$ cat src/rtl/unsigned_div_pkg.sv
`default_nettype none
// ============================================================================
// Module   : unsigned_div_pkg
// Purpose  : Shared widths and FSM state type for the sequential unsigned
//            16-by-8 restoring divider.
// Contents : c_w_x   - default dividend / quotient width
//            c_w_y   - default divisor / remainder width
//            c_cnt_w - step counter width for the default dividend width
//            state_t - divider FSM states
// Revision : 1.0 - initial release
// ============================================================================
package unsigned_div_pkg;

  localparam int c_w_x   = 16;
  localparam int c_w_y   = 8;
  localparam int c_cnt_w = $clog2(c_w_x);

  typedef enum logic [1:0] {
    IDLE = 2'd0,
    BUSY = 2'd1,
    DONE = 2'd2
  } state_t;

endpackage : unsigned_div_pkg
`default_nettype wire

$ cat src/rtl/unsigned_div_16by8_seq_step.sv
`default_nettype none
// ============================================================================
// Module   : div_restore_step
// Purpose  : One combinational restoring-division step. Shifts the next
//            dividend bit into the partial remainder and subtracts the divisor
//            when it fits.
// Ports    : p_in   [W_Y:0]   partial remainder before the step
//            d_bit            next dividend bit (MSB first)
//            y      [W_Y-1:0] divisor
//            p_out  [W_Y:0]   partial remainder after the step
//            q_bit            quotient bit produced by this step
// Revision : 1.0 - initial release
// ============================================================================
module div_restore_step
  import unsigned_div_pkg::*;
#(
  parameter int W_Y = c_w_y
) (
  input  logic [W_Y:0]   p_in,
  input  logic           d_bit,
  input  logic [W_Y-1:0] y,
  output logic [W_Y:0]   p_out,
  output logic           q_bit
);

  logic [W_Y:0] w_shift;
  logic [W_Y:0] w_div;

  assign w_shift = {p_in[W_Y-1:0], d_bit};
  assign w_div   = {1'b0, y};

  always_comb begin
    // The remainder stays below the divisor, so p_in[W_Y] is always 0 in
    // normal operation. Should it ever be set, the true shifted value is
    // at least 2^(W_Y+1) and certainly exceeds y, so the bit is forced to 1;
    // the modulo subtraction then yields the correct reduced remainder.
    q_bit = p_in[W_Y] | (w_shift >= w_div);
    p_out = w_shift;
    if (q_bit) begin
      p_out = w_shift - w_div;
    end
  end

endmodule : div_restore_step
`default_nettype wire

$ cat src/rtl/unsigned_div_16by8_seq.sv
`default_nettype none
// ============================================================================
// Module   : unsigned_div_16by8_seq
// Purpose  : Sequential unsigned restoring divider, one quotient bit per
//            cycle. q = floor(x/y), r = x mod y; y == 0 returns q = all ones,
//            r = 0, dz = 1 after a single cycle.
// Ports    : clk, rst_n            clock, asynchronous active-low reset
//            in_valid / in_ready   operand handshake (x, y)
//            out_valid / out_ready result handshake (q, r, dz)
// Revision : 1.0 - initial release
// ============================================================================
module unsigned_div_16by8_seq
  import unsigned_div_pkg::*;
#(
  parameter int W_X = c_w_x,
  parameter int W_Y = c_w_y
) (
  input  logic           clk,
  input  logic           rst_n,
  input  logic           in_valid,
  output logic           in_ready,
  input  logic [W_X-1:0] x,
  input  logic [W_Y-1:0] y,
  output logic           out_valid,
  input  logic           out_ready,
  output logic [W_X-1:0] q,
  output logic [W_Y-1:0] r,
  output logic           dz
);

  localparam int c_cw = $clog2(W_X);
  localparam logic [c_cw-1:0] c_last = c_cw'(W_X - 1);

  state_t         r_state;
  state_t         w_state_next;
  logic           w_accept;
  logic           w_y_zero;

  // Dividend bits leave at the MSB while quotient bits enter at the LSB, so
  // one register holds both; after W_X steps it contains the full quotient.
  logic [W_X-1:0] r_xq;
  logic [W_Y-1:0] r_y;
  logic [W_Y:0]   r_p;
  logic [c_cw-1:0] r_cnt;
  logic [W_X-1:0] r_q;
  logic [W_Y-1:0] r_r;
  logic           r_dz;

  logic [W_Y:0]   w_p_next;
  logic           w_q_bit;

  assign w_y_zero = (y == '0);
  assign w_accept = (r_state == IDLE) && in_valid;

  div_restore_step #(
    .W_Y (W_Y)
  ) u_step (
    .p_in  (r_p),
    .d_bit (r_xq[W_X-1]),
    .y     (r_y),
    .p_out (w_p_next),
    .q_bit (w_q_bit)
  );

  // --------------------------------------------------------------------------
  // FSM
  // --------------------------------------------------------------------------
  always_ff @(posedge clk or negedge rst_n) begin
    if (!rst_n) begin
      r_state <= IDLE;
    end else begin
      r_state <= w_state_next;
    end
  end

  always_comb begin
    w_state_next = r_state;
    in_ready     = 1'b0;
    out_valid    = 1'b0;
    case (r_state)
      IDLE: begin
        in_ready = 1'b1;
        if (in_valid) begin
          w_state_next = w_y_zero ? DONE : BUSY;
        end
      end
      BUSY: begin
        if (r_cnt == c_last) begin
          w_state_next = DONE;
        end
      end
      DONE: begin
        out_valid = 1'b1;
        if (out_ready) begin
          w_state_next = IDLE;
        end
      end
      default: w_state_next = IDLE;
    endcase
  end

  // --------------------------------------------------------------------------
  // Datapath and result registers
  // --------------------------------------------------------------------------
  always_ff @(posedge clk or negedge rst_n) begin
    if (!rst_n) begin
      r_xq  <= '0;
      r_y   <= '0;
      r_p   <= '0;
      r_cnt <= '0;
      r_q   <= '0;
      r_r   <= '0;
      r_dz  <= 1'b0;
    end else begin
      if (w_accept) begin
        if (w_y_zero) begin
          r_q  <= '1;
          r_r  <= '0;
          r_dz <= 1'b1;
        end else begin
          r_xq  <= x;
          r_y   <= y;
          r_p   <= '0;
          r_cnt <= '0;
        end
      end else if (r_state == BUSY) begin
        r_xq  <= {r_xq[W_X-2:0], w_q_bit};
        r_p   <= w_p_next;
        r_cnt <= r_cnt + 1'b1;
        if (r_cnt == c_last) begin
          r_q  <= {r_xq[W_X-2:0], w_q_bit};
          r_r  <= w_p_next[W_Y-1:0];
          r_dz <= 1'b0;
        end
      end
    end
  end

  assign q  = r_q;
  assign r  = r_r;
  assign dz = r_dz;

endmodule : unsigned_div_16by8_seq
`default_nettype wire
$ cat config.mk
export PLATFORM = sky130hd
export DESIGN_NAME = unsigned_div_16by8_seq
export DESIGN_NICKNAME = d
export VERILOG_FILES = /design/src/rtl/unsigned_div_pkg.sv /design/src/rtl/unsigned_div_16by8_seq_step.sv /design/src/rtl/unsigned_div_16by8_seq.sv
export SDC_FILE = /design/constraint.sdc
export NUM_CORES = 1
export LEC_CHECK = 0
export CORE_ASPECT_RATIO = 1.2
export CORE_MARGIN = 5
export CORE_UTILIZATION = 55
export DETAILED_ROUTE_END_ITERATION = 7
export PLACE_DENSITY = 0.83
export RECOVER_POWER = 25
export SLEW_MARGIN = 15
export SYNTH_ARGS = -nofsm -noshare
export SYNTH_HDL_FRONTEND = slang
export SYNTH_SLANG_ARGS = --single-unit
$ cat constraint.sdc
create_clock -name clk -period 3.7 [get_ports clk]
set_clock_uncertainty 0.15 [all_clocks]
set_input_delay 0.37 -clock clk [delete_from_list [all_inputs] [get_ports clk]]
set_output_delay 0.37 -clock clk [all_outputs]
set_load 0.005 [all_outputs]
# After elaboration in Yosys (flattened, before gate mapping)
# Cells that the tools add are included.
# W data, S select, Z words.
# word_totals
wordCells	59
inputBits	28
register_bits	64
out_inout_bits	27
# op_classes
add_sub_neg	2
n_lt_le_gt_ge	1
bitwise_logic	2
n_reduce_logical	9
muxes	29
n_eq_ne	8
# op_table
cell	count
$mux W16	7
$mux W9	4
$mux W8	4
$mux W4	3
$ge A9 B8 Y1	1
$sub A9 B8 Y9	1
$logic_not A8 Y1	1
$mux W2	4
$mux W1	6
$ne A2 B2 Y1 const B	3
$pmux W2 S3	1
$reduce_and A3 Y1	2
$add A4 B1 Y4 const B	1
$eq A4 B4 Y1 const B	1
$ne A2 B1 Y1 const B	2
$reduce_and A2 Y1	2
$reduce_bool A2 Y1	2
$eq A2 B1 Y1 const B	1
$eq A2 B2 Y1 const B	1
$logic_not A2 Y1	1
$logic_and A1 B1 Y1	1
$not A1 Y1	1
$or A1 B1 Y1	1

# Logic depth before layout (Yosys ltp)
# depth
word_depth	6
depth_mapped	9
depth_no_buf	8

# By module
# Synthesis repeated with hierarchy kept, for this count alone.
# unflattened
hier_cells	342
hier_area_um2	3377.0
# by_module_without_submodules
mod	cells_each	instances	seq_area_each_um2	area_per_inst_um2
unsigned_div_16by8_seq	267	1	1601.5	2849.0
div_restore_step	75	1	0.0	528.0

# Worst setup path after synthesis
# OpenSTA, ideal clock, no wires.
# synth_path
path_kind	reg2reg
start	register r_p[3]
end	register r_r[0] (netlist: r[0])
setup_ps	122
arrival_time_ps	1761
path_slack_ps	1668
path_buffers	2
period_less_slack_ps	2032
path_stages_with_launch	8
path_cell_list	dfrtp_1 -> ha_1 -> buf_2 -> nand4_1 -> o21ai_0 -> buf_2 -> o21ai_0 -> a32o_1
# synth_via
elab_chain_len	6
# synth_lines
item	line	text
start: declaration	unsigned_div_16by8_seq.sv:43	logic [W_Y:0] r_p;
start signal: assignment	unsigned_div_16by8_seq.sv:128	r_p <= w_p_next;
$ge A9 B8 Y1	unsigned_div_16by8_seq_step.sv:37	q_bit = p_in[W_Y] | (w_shift >= w_div);
$or A1 B1 Y1	unsigned_div_16by8_seq_step.sv:37	
$mux W9	unsigned_div_16by8_seq_step.sv:39	if (q_bit) begin
$mux W8	unsigned_div_16by8_seq.sv:130	if (r_cnt == c_last) begin
$mux W8	unsigned_div_16by8_seq.sv:126	end else if (r_state == BUSY) begin
$mux W8	unsigned_div_16by8_seq.sv:115	if (w_accept) begin
end signal: assignment	unsigned_div_16by8_seq.sv:132	r_r <= w_p_next[W_Y-1:0];
end: declaration	unsigned_div_16by8_seq.sv:46	logic [W_Y-1:0] r_r;
# Every way passes these cells. The select of a mux whose other input is x is not followed.
# A chain may end at the register's enable or synchronous reset.

# Final worst setup path
# layout_path
start	input port in_valid
end	register r_xq[7]
# layout_via
elab_chain_len	3
word_cells_on_any_way	5
# layout_lines
item	line	text
start: declaration	unsigned_div_16by8_seq.sv:20	input logic in_valid,
$logic_and A1 B1 Y1 (*)	unsigned_div_16by8_seq.sv:53	assign w_accept = (r_state == IDLE) && in_valid;
$ne A2 B2 Y1 (no line) or $reduce_bool A2 Y1 (tied branches)	--	
$reduce_and A2 Y1 (no line)	--	
end signal: assignment	unsigned_div_16by8_seq.sv:127	r_xq <= {r_xq[W_X-2:0], w_q_bit};
end: declaration	unsigned_div_16by8_seq.sv:41	logic [W_X-1:0] r_xq;
# Every way passes the cells marked *; elsewhere a longest branch is shown, timed or not.

==> results.cfg <==
[timing]
min_period_ns = 2.602
worstMarginPinSlew_ns = 2.271
hold_violations = 0
slew_headroom_pct = -51.40
hold_ws_ns = 0.3209
final-setup-viol-count = 0
rsz0062_at_grt = no
tns_ns = 0
period_share_pct = 70.33
drv_slew = 44
fmax_ghz = 0.3843

[die]
die_w_um = 79.48
start_util_pct = 56.58
rows = 30
die-height_um = 93.37
core_sq_mm = 0.005630
die_area_sq_mm = 0.007421
pin_count = 55

[worst_setup_path]
worstSetupPathType = input port to flip-flop
startpoint_type = input port
required_ns = 3.81
endpoint_kind = flip-flop
arrival_ns = 2.71
cp_max_fo = 20

[placed_design]
routabilityCongestion = 0.9284
port_buffers = 54
dp_hpwl_mm = 5.504

[route]
first_pass_iters = 5
routed_wl_mm = 7.796
vias = 2747
drtAntennaViolNets = 0
post-route-drc-count = 0
drtIter0Drc = 207
via_per_inst = 5.845
wire_per_inst_um = 16.59

[synth]
synth_top_area_cell = dfrtp_1
async_flop_share_pct = 100.0
synth_commonest_cells = 82 x nand2_1, 64 x dfrtp_1, 31 x nor2_1, 31 x o21ai_0, 17 x a31oi_1
ys_ff_latch = 64
synth_edf_count = 0
syn_area_sq_mm = 0.003186
post-synth-top-count-cell = nand2_1
synth_ff_type = dfrtp_1
yosysUniqueCellTypes = 50
yosysTopAreaCellShare_pct = 50.27
synth.area.top_cells = dfrtp_1 50%, nand2_1 9.7%, o21ai_0 4.9%
syn-mean-instance-area_sq_um = 9.128
syn_nets = 387
yosysWarnings = 0
synth_seq_area_share_pct = 50.27
synth_cells = 349

[cts]
cts-hold-fix-buffers = 0
cts_root_buf = clkbuf_8
htreeDepth = 3
insertion_delay_ns = 0.34
cts_sinks = 64
clockBufferDepth = 2
tritoncts = built
numCtsBuffers = 9
cts_setup_buffers = 0
clk_pin_slew_ns = 0.07
cts_resized = 0

[layout]
nets = 439
drive_gt1_share_pct = 7.143
syn_to_final_growth_pct = 24.27
num_antenna_cells = 0

[global_route]
grt_first_pass_wirelength_mm = 13.37
grt_usage_pct = 23.15
grt_overflow = 0
grt_start_max_net_pins = 44
grt_pass1_vias = 2829
antenna_found_initial = 0

[power]
leakage_nw = 1.766
ir_worst_vdd_mv = 0.5184
power.density_mw_per_mm2 = 1011
power_w = 0.004003

[run_status]
failed_checks = capacitance limit, slew limit
run_status = finished with violations

[hold_path]
hold_class = flip-flop to flip-flop

[flow_run]
maxCapViolations = 1
-- critical path: stages --
cell	delay [ns]
clkdlybuf4s50_1	0.48
or3b_1	0.65
a21oi_2	0.24
or2_1	0.40
buf_4	0.30
nor2_1	0.07
a31oi_1	0.17
-- worst paths after layout --
kind | startpoint | to | slack, ns | cells past startpoint
worst max-delay path | in_valid | r_xq[7]$_DFFE_PN0P_ | 1.10 | 7
min in group asynchronous | rst_n | r_xq[4]$_DFFE_PN0P_ | 0.55 | 1
worst min-delay path | q[7]$_DFFE_PN0P_ | q[7]$_DFFE_PN0P_ | 0.32 | 2
max in group asynchronous | rst_n | r_p[3]$_DFFE_PN0P_ | 1.56 | 1
worst max register to register | r_state[1]$_DFFE_PN0P_ | r_xq[7]$_DFFE_PN0P_ | 1.11 | 6
worst min register to register | q[7]$_DFFE_PN0P_ | q[7]$_DFFE_PN0P_ | 0.32 | 2
-- stage by stage --
stage          util (%)  cells  setup WS (ns)  instance area [sq um]
2_1_floorplan         -    349          1.668                   3186
3_3_place_gp      66.67    454         0.9025                   3754
3_5_place_dp      66.67    454         0.7672                   3754
4_1_cts           70.33    470          1.100                   3960
5_1_grt           70.31    470         0.9589                   3959
6_report          70.31    470          1.098                   3959
-- cells in the final DEF (no fill, tap or decap), types with 2 or more instances in the layout --
master / n
xor2_1: 4
a21o_1: 3
a31oi_1: 17
nand2b_1: 6
o22a_1: 3
a211oi_1: 3
inv_1: 12
o311ai_1: 2
nand3_1: 3
o21ai_0: 31
nor4_1: 2
nor3_1: 5
a32o_1: 4
clkinvlp_4: 4
or2_1: 2
o211ai_1: 7
nand2_1: 82
clkbuf_8: 10
clkdlybuf4s50_1: 53
nand4_1: 4
nor2_1: 31
buf_4: 7
o31ai_1: 4
a22o_1: 2
ha_1: 9
dfrtp_1: 64
a21oi_1: 6
-- final cells by class --
cell class | instances | area (sq um)
Fill cell | 452 | 1672
Sequential cell | 64 | 1602
Multi-Input combinational cell | 253 | 1439
Timing Repair Buffer | 61 | 586.8
Clock buffer | 10 | 137.6
Tap cell | 64 | 80.08
Clock inverter | 6 | 68.82
Inverter | 12 | 45.04
-- power by group --
group | switching [W] | internal (W) | total (W)
clock network | 0.000285 | 0.000330 | 0.000615
logic | 0.00115 | 0.000935 | 0.00209
registers | 0.000247 | 0.00105 | 0.00130
total | 0.00168 | 0.00232 | 0.00400
-- logic make-up (layout without fill, tap and decap cells) --
| kind of cell | after synthesis | count (layout) | share of synthesized area (%) |
|---|---|---|---|
| AND/OR/NAND/NOR | 145 | 145 | 19.80 |
| AO/OA/AOI/OAI | 92 | 92 | 19.29 |
| flip-flops | 64 | 64 | 50.28 |
| buffers and inverters | 32 | 89 | 4.752 |
| adder cells (fa/ha/maj) | 10 | 10 | 4.163 |
| XOR/XNOR | 5 | 5 | 1.375 |
| multiplexers | 1 | 1 | 0.3535 |
-- metal layers --
| layer | vias up | part of all wire (%) | routed length [um] | global-route usage, % |
|---|---|---|---|---|
| li1 | 1326 | - | - | - |
| met1 | 1327 | 42 | 3308 | 28.14 |
| met2 | 76 | 51 | 3989 | 38.72 |
| met3 | 18 | 3.9 | 305 | 6.069 |
| met4 | 0 | 2.5 | 192 | 9.456 |
| met5 | - | 0 | 0 | 0 |
-- state kept, by name (all words and copies together) (netlist names) --
signal   count
r_y          8
r            8
q           16
r_cnt        4
r_p          9
dz           1
r_xq        16
r_state      2
No activity file was read; power rests on OpenSTA's default activity.
